===== config.mk =====
export PLATFORM = sky130hd
export DESIGN_NAME = mcb_reset_sequencer
export DESIGN_NICKNAME = d
export VERILOG_FILES = /design/src/rtl/mcb_reset_sequencer.sv
export SDC_FILE = /design/constraint.sdc
export NUM_CORES = 1
export LEC_CHECK = 0
export ABC_AREA = 1
export CAP_MARGIN = 20
export CORE_AREA = 2 2 56 63
export CTS_CLUSTER_SIZE = 25
export DETAILED_ROUTE_END_ITERATION = 10
export DIE_AREA = 0 0 58 65
export HOLD_SLACK_MARGIN = 0.15
export PLACE_DENSITY = 0.8
export SLEW_MARGIN = 20
export SYNTH_ARGS = -nofsm -noshare
export SYNTH_HDL_FRONTEND = slang
export SYNTH_SLANG_ARGS = --single-unit
export TNS_END_PERCENT = 50

===== constraint.sdc =====
create_clock -name clk -period 2.54 [get_ports clk]
set_input_delay 0.508 -clock clk [delete_from_list [all_inputs] [get_ports clk]]
set_output_delay 0.508 -clock clk [all_outputs]
set_load 0.02 [all_outputs]

===== src/rtl/mcb_reset_sequencer.sv =====
// rtl/mcb_reset_sequencer.sv - MCB bring-up sequencer: lock qualify, MCB reset pulse, calibration wait/retry, FB release
// Runs on the MCB DRP clock; every frame_buffer reset is derived from its registered outputs.
module mcb_reset_sequencer #(
  parameter int LOCK_STABLE_CYCLES = 16,
  parameter int MCB_RST_CYCLES     = 8,
  parameter int CALIB_TIMEOUT      = 65535,
  parameter int MAX_RETRY          = 3,
  parameter int FB_RST_DELAY       = 4
) (
  input  logic       clk,
  input  logic       reset,
  input  logic       bufpll_mcb_lock,
  input  logic       calib_done,
  output logic       mcb_rst,
  output logic       fb_reset,
  output logic       init_done,
  output logic       calib_err,
  output logic [1:0] retry_cnt,
  output logic [2:0] state
);

  typedef enum logic [2:0] {
    S_IDLE      = 3'd0,
    S_WAIT_LOCK = 3'd1,
    S_LOCK_STB  = 3'd2,
    S_MCB_RST   = 3'd3,
    S_WAIT_CAL  = 3'd4,
    S_FB_REL    = 3'd5,
    S_RUN       = 3'd6,
    S_ERR       = 3'd7
  } state_t;

  localparam logic [15:0] LOCK_LAST  = 16'(LOCK_STABLE_CYCLES - 1);
  localparam logic [15:0] MCB_LAST   = 16'(MCB_RST_CYCLES - 1);
  localparam logic [15:0] CAL_LAST   = 16'(CALIB_TIMEOUT - 1);
  localparam logic [15:0] FB_LAST    = 16'(FB_RST_DELAY - 1);
  localparam logic [1:0]  RETRY_LAST = 2'(MAX_RETRY);

  logic [1:0]  lock_sync_q;
  logic [1:0]  cal_sync_q;
  logic        lock_s;
  logic        cal_s;
  state_t      state_q, state_d;
  logic [15:0] cnt_q, cnt_d;
  logic [1:0]  retry_q, retry_d;
  logic        mcb_rst_q, fb_reset_q, init_done_q, calib_err_q;

  assign lock_s = lock_sync_q[1];
  assign cal_s  = cal_sync_q[1];

  always_comb begin
    state_d = state_q;
    retry_d = retry_q;
    case (state_q)
      S_IDLE:      state_d = S_WAIT_LOCK;
      S_WAIT_LOCK: if (lock_s) state_d = S_LOCK_STB;
      S_LOCK_STB: begin
        if (!lock_s)                state_d = S_WAIT_LOCK;
        else if (cnt_q == LOCK_LAST) state_d = S_MCB_RST;
      end
      S_MCB_RST:   if (cnt_q == MCB_LAST) state_d = S_WAIT_CAL;
      S_WAIT_CAL: begin
        // calib_done arriving on the timeout cycle still counts as success
        if (cal_s) begin
          state_d = S_FB_REL;
        end else if (cnt_q == CAL_LAST) begin
          if (retry_q == RETRY_LAST) begin
            state_d = S_ERR;
          end else begin
            state_d = S_MCB_RST;
            retry_d = retry_q + 2'd1;
          end
        end
      end
      S_FB_REL: begin
        if (!cal_s)                state_d = S_MCB_RST;
        else if (cnt_q == FB_LAST) state_d = S_RUN;
      end
      S_RUN:       if (!cal_s) state_d = S_MCB_RST;
      S_ERR:       state_d = S_ERR;
      default:     state_d = S_IDLE;
    endcase
    // Losing the PLL lock ends the session from any MCB-active state
    if (!lock_s && (state_q inside {[S_MCB_RST:S_RUN]})) begin
      state_d = S_WAIT_LOCK;
      retry_d = 2'd0;
    end
    cnt_d = (state_d != state_q) ? 16'd0 : cnt_q + 16'd1;
  end

  always_ff @(posedge clk or posedge reset) begin
    if (reset) begin
      lock_sync_q <= 2'b00;
      cal_sync_q  <= 2'b00;
      state_q     <= S_IDLE;
      cnt_q       <= 16'd0;
      retry_q     <= 2'd0;
      mcb_rst_q   <= 1'b1;
      fb_reset_q  <= 1'b1;
      init_done_q <= 1'b0;
      calib_err_q <= 1'b0;
    end else begin
      lock_sync_q <= {lock_sync_q[0], bufpll_mcb_lock};
      cal_sync_q  <= {cal_sync_q[0], calib_done};
      state_q     <= state_d;
      cnt_q       <= cnt_d;
      retry_q     <= retry_d;
      mcb_rst_q   <= state_d inside {S_IDLE, S_WAIT_LOCK, S_LOCK_STB, S_MCB_RST, S_ERR};
      fb_reset_q  <= (state_d != S_RUN);
      init_done_q <= (state_d == S_RUN);
      calib_err_q <= (state_d == S_ERR);
    end
  end

  assign mcb_rst   = mcb_rst_q;
  assign fb_reset  = fb_reset_q;
  assign init_done = init_done_q;
  assign calib_err = calib_err_q;
  assign retry_cnt = retry_q;
  assign state     = state_q;

endmodule


==> out/metrics.yaml, run 1 <==
synth:
  ys_types: 25
  synthFlopType: "dfrtp_1"
  synth_area_leaders: "dfrtp_1 (39%), nand2_1 (12%), nor2_4 (7.8%)"
  ys_seq_area_share_pct: 42.3
  yosysMostFrequentCell: "nand2_1"
  syn_area_per_cell_um2: 8.05
  syn_area_um2: 1720
  synth_fp_nets: 221
  ys_async_sr_fraction_pct: 100
  synth_top_area_share_pct: 39.2
  syn_inst: 214
  synth_edf_count: 0
  ys_warn_count: 0
  synth_top_cell_by_area: "dfrtp_1"
  synth_common_cells: "nand2_1 (53), nor2_1 (34), dfrtp_1 (27), inv_1 (21), nand3_1 (13)"
  ys_ff_latch: 29
sta:
  hold_viol_final: 0
  final-setup-viol-count: 0
  rsz0062_at_grt: "false"
  period_needed_ps: 2090
  finClkSkew_ps: 14.3
  slew_viol_final: 0
  relSlewSlack_pct: 73.2
  max_freq_mhz: 479
  min_period_over_period_pct: 82.3
  fin_ws_ps: 450
  worst_slew_pin_slew_ps: 403
  fin_tns_setup_ps: 0
status:
  outcome: "finished, final reports clean"
drt:
  dr.pass1.iters: 4
  vias: 1345
  viasPerCell: 5.02
  wl_per_cell_um: 11.1
  antenna_left: 0
  routed_wl_um: 2980
  first_iter_violations: 62
  route.detailed.drc: 0
place:
  numPortBuffers: 12
  dpl_worst_slack_ps: 462
  place_hpwl_um: 2210
  gp_congestion: 0.894
  dpl.cell_count: 260
layout:
  syn2layout_area_growth_pct: 12.1
  fin_cells: 268
  layout-drive-gt1-share_pct: 16.8
  finalNetCount: 238
  n_antenna_cell: 0
pwr:
  power_density_nw_per_um2: 716
  leakage_nw: 0.832
  totalPowerFinal_mw: 1.38
  ir_worst_vdd_mv: 0.610
setup_path:
  crit_required_ps: 2790
  cp-start-kind: "flip-flop"
  critPathMaxFanout: 16
  cp-end-kind: "flip-flop"
  crit_type: "reg2reg"
  critical_path_arrival_ps: 2340
clocking:
  cts_root_buffer: "clkbuf_4"
  cts_resized: 0
  clock_latency_ps: 340
  cts_setup_buffers: 0
  path_clk_slew_ps: 100
  ctsHoldBuffers: 0
  cts.path.max_buffers: 2
  cts_tree: "yes"
  h-tree-depth: 2
  numCtsBuffers: 5
  clock_sinks: 29
global_routing:
  gr-usage-met2_pct: 29.5
  grt_pass1_wl_um: 5450
  grtUsageMet3_pct: 4.79
  track_usage_pct: 19.2
  antenna_found_initial: 0
  grt_max_degree: 30
  grt-busiest-layer: "met2"
  met1_usage_pct: 24.7
  overflow: 0
  grt_pass1_vias: 1279
floorplanning:
  ios: 13
  chipHeight_um: 65
  die_area_um2: 3770
  coreArea_um2: 3190
  rows: 22
  fp.dieW_um: 58
  start_util_pct: 54.0
hold_path:
  min_path_type: "reg2reg"
job:
  drv_cap: 0
worst max-delay path, cell delays in order, from the launching register on:
cell,delay [ps]
dfrtp_1,390
ha_1,230
nand3_1,90
nor2_1,140
nand2_2,100
a21oi_1,130
nand3_1,160
nand2_2,130
nand2_1,50
nand2_1,90
nand3_4,310
nor2_1,200
where the power goes:
| part | switching [mW] | internal [mW] |
|---|---|---|
| clock | 0.156 | 0.160 |
| combinational | 0.379 | 0.149 |
| sequential | 0.0473 | 0.493 |
| total | 0.582 | 0.801 |
layer usage:
layer  vias to the layer above  routed length (um)
met5                         -                   0
met4                         0                  61
met3                         6                 144
met2                        29                1400
met1                       615                1370
li1                        695                   -
cell usage in the layout, fill, tap and decap left out, drive strengths merged, types with 3 or more instances in the layout:
cell type | Yosys | routed
a21oi | 3 | 3
clkbuf | 0 | 7
clkdlybuf4s50 | 0 | 12
dfrtp | 27 | 27
ha | 3 | 3
inv | 25 | 25
nand2 | 59 | 59
nand3 | 14 | 14
nor2 | 48 | 48
nor3 | 5 | 5
o21ai | 8 | 8
xnor2 | 3 | 3
xor2 | 10 | 10
final timing paths:
check	endpoint	slack, ps	cells after the start	start
setup / recovery	cnt_q[4]	450	11	cnt_q[0]
hold / removal	cal_sync_q[1]	350	0	cal_sync_q[0]
setup reg to reg	cnt_q[4]	450	11	cnt_q[0]
hold reg to reg	cal_sync_q[1]	350	0	cal_sync_q[0]
max in group asynchronous	fb_reset	1700	3	reset
min in group asynchronous	state[0]	530	3	reset
per-stage QoR:
stage,cell area (um^2),utilization [%],hold slack (ps)
floorplan,1720,-,331
global placement,1860,58.3,334
detailed placement,1860,58.3,347
CTS,1930,60.5,362
global route,1930,60.5,372
finish,1930,60.5,348
state kept, by name, indices dropped and copies added, names as in the netlist:
register,flops
cal_sync_q,2
state,3
cnt_q,16
lock_sync_q,2
fb_reset,1
init_done,1
retry_cnt,2
mcb_rst,1
calib_err,1
kinds of logic (layout without fill, tap and decap cells):
family / count (synthesis) / count (layout) / share of synthesized area (%)
AO/OA/AOI/OAI: 12 / 12 / 3.85
buffers and inverters: 28 / 46 / 7.48
adder cells (fa/ha/maj): 3 / 3 / 2.18
flip-flops: 29 / 29 / 42.3
AND/OR/NAND/NOR: 129 / 129 / 37.6
XOR/XNOR: 13 / 13 / 6.61
layout make-up:
| class | count | area [um^2] |
|---|---|---|
| Timing Repair Buffer | 13 | 128 |
| Clock buffer | 7 | 65.1 |
| Inverter | 25 | 93.8 |
| Multi-Input combinational cell | 157 | 866 |
| Clock inverter | 1 | 5.00 |
| Fill cell | 285 | 1260 |
| Tap cell | 36 | 45.0 |
| Sequential cell | 29 | 728 |
Power figures use the tool's default switching activity.
==> run 2: changes to the inputs <==
CORE_AREA = 2 2 58 66   (was 2 2 56 63)
DIE_AREA = 0 0 60 68   (was 0 0 58 65)
PLACE_DENSITY = 0.77   (was 0.8)
clock period = 1.8 ns   (was 2.54 ns; I/O delays follow)
==> out/metrics.yaml, run 2 (synthesis results as in run 1) <==
sta:
  slew_viol_final: 0  # unchanged
  min_period_over_period_pct: 104  # +22 points
  worst_hold_slack_ps: 337  # -11.7 ps
  period_needed_ps: 1870  # -215 ps
  rsz0062_at_grt: "true"
  fin_tns_setup_ps: -811  # -811 ps
  hold_viol_final: 0  # unchanged
  final-setup-viol-count: 16  # +16
  relSlewSlack_pct: 75.3  # +2.1 points
  max_freq_mhz: 533  # +11%
  fin_ws_ps: -74.5  # -525 ps
  worst_slew_pin_slew_ps: 371  # -31.7 ps
  finClkSkew_ps: 12.9  # -1.34 ps
layout:
  mostFrequentLayoutCells: "nand2_1 (48), buf_4 (30), nor2_1 (26), dfrtp_1 (26), inv_1 (20)"
  syn2layout_area_growth_pct: 35.7
  fillers: 267  # -6.3%
  finalNetCount: 269  # +13%
  largest_reg_flops: 16  # unchanged
  layout-drive-gt1-share_pct: 36.1  # +19 points
  n_antenna_cell: 0  # unchanged
  final_common_cell: "nand2_1"
  stdcell_area_um2: 2340  # +21%
  top_register: "cnt_q"
floorplanning:
  ios: 13  # unchanged
  die_area_um2: 4080  # +8.2%
  fp.dieW_um: 60  # +3.4%
  rows: 23  # +4.5%
  coreArea_um2: 3480  # +9.1%
  start_util_pct: 49.5  # -4.5 points
  chipHeight_um: 68  # +4.6%
drt:
  wl_per_cell_um: 12.8  # +15%
  vias: 1521  # +13%
  dr.pass1.iters: 4  # unchanged
  route.detailed.drc: 0  # unchanged
  antenna_left: 0  # unchanged
  first_iter_violations: 49  # -21%
  viasPerCell: 4.86  # -3.2%
  routed_wl_um: 4010  # +35%
place:
  place_area_um2: 2060  # +10%
  dpl_worst_slack_ps: -50.8  # -513 ps
  place_hpwl_um: 2540  # +15%
  gp_congestion: 0.848  # -5.1%
  numPortBuffers: 12  # unchanged
setup_path:
  cp_slowest_stage_delay_ps: 430  # +40 ps
  crit_family: "simple AND/OR/NAND/NOR gates"
  cp-end-kind: "flip-flop"
  critPathMaxFanout: 8  # -8
  critPathMostFrequentCell: "nand2_2"
  crit_required_ps: 2020  # -770 ps
  critical_path_arrival_ps: 2100  # -240 ps
  path_cells: "ha_4 -> nand3_1 -> nor2_1 -> nand2_2 -> a21oi_2 -> nand3_2 -> nand2_2 -> nand2_1 -> nand2_2 -> nand3_4 -> buf_16 -> nor2_4"
  crit_path_top_delay_cell: "dfrtp_1"
  worst-path-buf-inv: 1  # +1
  crit_type: "reg2reg"
  cp-start-kind: "flip-flop"
pwr:
  leakage_nw: 1.04  # +25%
  ir_worst_vdd_mv: 0.770  # +26%
  totalPowerFinal_mw: 2.64  # +91%
  power_density_nw_per_um2: 1130  # +57%
clocking:
  cts_tree: "yes"
  clock_sinks: 29  # unchanged
  cts.path.max_buffers: 2  # unchanged
  numCtsBuffers: 5  # unchanged
  h-tree-depth: 2  # unchanged
  cts_root_buffer: "clkbuf_8"
  clock_latency_ps: 290  # -50 ps
  path_clk_slew_ps: 70  # -30 ps
status:
  violations: "negative setup slack"
  outcome: "finished, violations left"
global_routing:
  overflow: 0  # unchanged
  grt_pass1_vias: 1425  # +11%
  antenna_found_initial: 0  # unchanged
  track_usage_pct: 22.7  # +3.6 points
  grt_pass1_wl_um: 6690  # +23%
  grt_max_degree: 30  # unchanged
hold_path:
  min_path_type: "reg2reg"
job:
  drv_cap: 0  # unchanged
run 2: cell count changes in the layout (fill, tap and decap cells not counted), moves of 5 or more:
cell / delta
buf_4: +29
clkbuf_8: +5
nand2_2: +5
clkbuf_4: -5
nor2_2: +6
nor2_1: -8
nand2_1: -5
run 2: area by class of cell:
type	instances	area [um^2]	area share, %
Clock buffer	7	96.3	4.12
Sequential cell	29	729	31.2
Timing Repair Buffer	44	393	16.8
Multi-Input combinational cell	157	958	41.0
Clock inverter	1	5.00	0.214
Inverter	25	93.8	4.01
Tap cell	50	62.6	2.68
run 2: path summary, 6_finish.rpt:
path | from | endpoint | slack (ps) | cells past startpoint
min reg2reg | lock_sync_q[0] | lock_sync_q[1] | 340 | 0
max | cnt_q[1] | cnt_q[5] | -70 | 12
min | lock_sync_q[0] | lock_sync_q[1] | 340 | 0
min in group asynchronous | reset | state[0] | 430 | 3
max reg2reg | cnt_q[1] | cnt_q[5] | -70 | 12
max in group asynchronous | reset | fb_reset | 1050 | 3
run 2: report_power, final:
part | switching [mW] | total (mW) | internal, mW
clock network | 0.266 | 0.611 | 0.345
logic | 0.726 | 1.26 | 0.531
registers | 0.0713 | 0.770 | 0.698
total | 1.06 | 2.64 | 1.57
run 2: worst reg2reg max path: stages (launching register included):
cell and delay (ps):
dfrtp_1 430, ha_4 180, nand3_1 80, nor2_1 120, nand2_2 100, a21oi_2 140
nand3_2 110, nand2_2 80, nand2_1 70, nand2_2 90, nand3_4 120, buf_16 180
nor2_4 90
run 2: stage by stage:
stage	cells	util, %
global route	313	67.2
detailed placement	296	59.0
finish	313	67.2
global placement	296	59.0
CTS	313	65.7
floorplan	214	-
run 2: timing repair:
item | CTS | global route
hold buffers | 0 | 0
pin swaps | 13 | 10
gates cloned | 1 | 0
gates resized for setup | 17 | 16
setup endpoints to repair | 18 | 22
hold endpoints to repair | 0 | 0
buffers inserted | 8 | 0
run 2: layer usage:
metal / up-vias / track usage [%] / part of all wire (%)
li1: 755 / - / -
met1: 723 / 29.2 / 42
met2: 35 / 36.5 / 52
met3: 8 / 4.54 / 3.5
met4: 0 / 10.6 / 2.4
met5: - / 0 / 0
==> run 3: changes to the inputs <==
ABC_AREA = unset   (was 1)
CORE_AREA = 2 2 60 68   (was 2 2 58 66)
CTS_CLUSTER_DIAMETER = 40   (was unset)
DIE_AREA = 0 0 62 70   (was 0 0 60 68)
PLACE_DENSITY = 0.76   (was 0.77)
==> out/metrics.yaml, run 3 <==
status:
  outcome: "finished, violations left"
  violations: "negative setup slack"
layout:
  multi_input_area_um2: 1130  # +17%
  syn2layout_area_growth_pct: 40.9
  layout-drive-gt1-share_pct: 46.2  # +10 points
  mostFrequentLayoutCells: "buf_4 (48), dfrtp_1 (19)"
  final_common_cell: "buf_4"
  n_antenna_cell: 0  # unchanged
  seq_area_um2: 738  # +1.2%
  fin_cells: 290  # -7.3%
  top_register: "cnt_q"
  largest_reg_flops: 16  # unchanged
  fillers: 304  # +14%
  utilization_pct: 68.4  # +1.2 points
  finalNetCount: 244  # -9.3%
drt:
  antenna_left: 0  # unchanged
  routed_wl_um: 4680  # +17%
  drt-met1-wl_um: 1800  # +6.4%
  first_iter_violations: 100  # +100%
  dr.pass1.iters: 4  # unchanged
  route.met3.wl_um: 211  # +52%
  viasPerCell: 5.61  # +15%
  route.detailed.drc: 0  # unchanged
  wl_per_cell_um: 16.1  # +26%
  routed.top_layer: "met4"
  dr_wl_met2_um: 2570  # +23%
  vias: 1626  # +6.9%
clocking:
  cts.path.max_buffers: 2  # unchanged
  path_clk_slew_ps: 60  # about the same
  cts_tree: "yes"
  clock_latency_ps: 270  # -20 ps
  h-tree-depth: 2  # unchanged
  numCtsBuffers: 5  # unchanged
  clock_sinks: 29  # unchanged
  cts_root_buffer: "clkbuf_8"
job:
  drv_cap: 0  # unchanged
global_routing:
  track_usage_pct: 23.5  # +0.72 points
  antenna_found_initial: 0  # unchanged
  grt_pass1_wl_um: 7500  # +12%
  grt_max_degree: 30  # unchanged
  grt_pass1_vias: 1652  # +16%
  overflow: 0  # unchanged
synth:
  ys_ff_latch: 29  # unchanged
  synth_common_cells: "dfrtp_1 (27), nand2_1 (12), nor2_1 (12), xor2_1 (12), a21oi_2 (10)"
  ys_types: 54  # +120%
  ys_seq_area_share_pct: 40.0  # -2.3 points
  ys_warn_count: 0  # unchanged
  syn_area_per_cell_um2: 10.2  # +26%
  synth_area_leaders: "dfrtp_1 (37%), xor2_1 (5.8%), a21oi_2 (4.8%)"
  ys_async_sr_fraction_pct: 100  # unchanged
  synth_top_area_share_pct: 37.1  # -2.1 points
  yosysMostFrequentCell: "dfrtp_1"
  synth_fp_nets: 186  # -16%
  synthFlopType: "dfrtp_1"
  synth_top_cell_by_area: "dfrtp_1"
  syn_inst: 179  # -16%
  syn_area_um2: 1820  # +5.7%
  synth_edf_count: 0  # unchanged
sta:
  min_period_over_period_pct: 112  # +7.8 points
  max_freq_mhz: 496  # -7.0%
  finClkSkew_ps: 3.09  # -9.85 ps
  period_needed_ps: 2010  # +140 ps
  fin_tns_setup_ps: -3390  # -2580 ps
  fin_ws_ps: -215  # -140 ps
  worst_hold_slack_ps: 350  # +13.6 ps
  slew_viol_final: 0  # unchanged
  relSlewSlack_pct: 58.0  # -17 points
  final-setup-viol-count: 24  # +8
  worst_slew_pin_slew_ps: 621  # +250 ps
  rsz0062_at_grt: "true"
  hold_viol_final: 0  # unchanged
setup_path:
  cp-start-kind: "flip-flop"
  rr_worst_depth: 5  # -7
  critical_path_arrival_ps: 2180  # +80 ps
  worstReg2RegStart: "cnt_q[4]"
  critPathMaxFanout: 4  # -4
  crit_required_ps: 1960  # -60 ps
  cp-end-kind: "flip-flop"
  r2r_slack_ps: -210  # -140 ps
  crit_type: "reg2reg"
  r2r_end: "retry_cnt[1]"
place:
  gp_congestion: 0.904  # +6.6%
  dpl.cell_count: 276  # -6.8%
  place_hpwl_um: 3190  # +26%
  numPortBuffers: 12  # unchanged
pwr:
  leakage_nw: 1.06  # +2.3%
  power_density_nw_per_um2: 1280  # +13%
  totalPowerFinal_mw: 3.28  # +24%
  ir_worst_vdd_mv: 0.642  # -17%
floorplanning:
  coreArea_um2: 3750  # +7.8%
  start_util_pct: 48.5  # -0.95 points
  fp.dieW_um: 62  # +3.3%
  chipHeight_um: 70  # +2.9%
  rows: 24  # +4.3%
  die_area_um2: 4340  # +6.4%
  ios: 13  # unchanged
hold_path:
  hold_end: "cal_sync_q[1]"
  hold_path_depth: 0  # unchanged
  min_from: "cal_sync_q[0]"
  min_path_type: "reg2reg"
-- run 3: kinds of logic after synthesis --
logic type	after synthesis	synth area share [%]
and+or+nand+nor	77	29.4
AOI/OAI and AO/OA	35	14.2
DFF	29	40.0
xor gates and xnor gates	16	7.69
buffers and inverters	16	4.94
muxes	3	1.72
adders and majority gates	3	2.06
-- run 3: worst max-delay path by stage --
stage / start / endpoint / slack [ps]
detailed placement: cnt_q[10] / cnt_q[4] / -280
floorplan: cnt_q[0] / cnt_q[9] / -100
global route: cnt_q[4] / calib_err / -320
global placement: cnt_q[0] / calib_err / -220
finish: cnt_q[4] / retry_cnt[1] / -210
CTS: cnt_q[5] / init_done / -180
-- run 3: stage by stage --
step | area, um^2 | worst slack, ps
floorplan | 1840 | -103
global placement | 2290 | -224
detailed placement | 2290 | -282
CTS | 2500 | -176
global route | 2570 | -319
finish | 2570 | -215
-- run 3: repair_timing --
item,4_1_cts,5_1_grt
pin swaps,5,6
hold endpoints to repair,0,0
buffers inserted,6,1
setup endpoints to repair,28,25
hold buffers,0,0
resized for setup,16,12
-- run 3: cell type report --
class | instances | area share (%)
clock inverters | 1 | 0.195
repair buffers | 62 | 20.1
multi-input cells | 134 | 43.9
inverters | 5 | 0.731
well taps | 52 | 2.54
flip-flops and latches | 29 | 28.8
clock buffers | 7 | 3.75
-- run 3: metal layers --
layer | track usage (%) | vias up
met2 | 39.0 | 50
met1 | 27.6 | 794
met5 | 0 | -
met3 | 6.11 | 14
met4 | 9.46 | 0
li1 | - | 768
-- run 3: critical path, stage by stage, from the launching register on --
cell	delay, ps
dfrtp_1	470
nand4_2	220
or4_4	640
nor4b_4	290
mux2i_1	230
nor2_1	50
-- run 3: where the power goes --
part	switching (mW)	internal (mW)	total, mW
clock network	0.235	0.345	0.579
registers	0.0798	0.758	0.838
logic	0.999	0.859	1.86
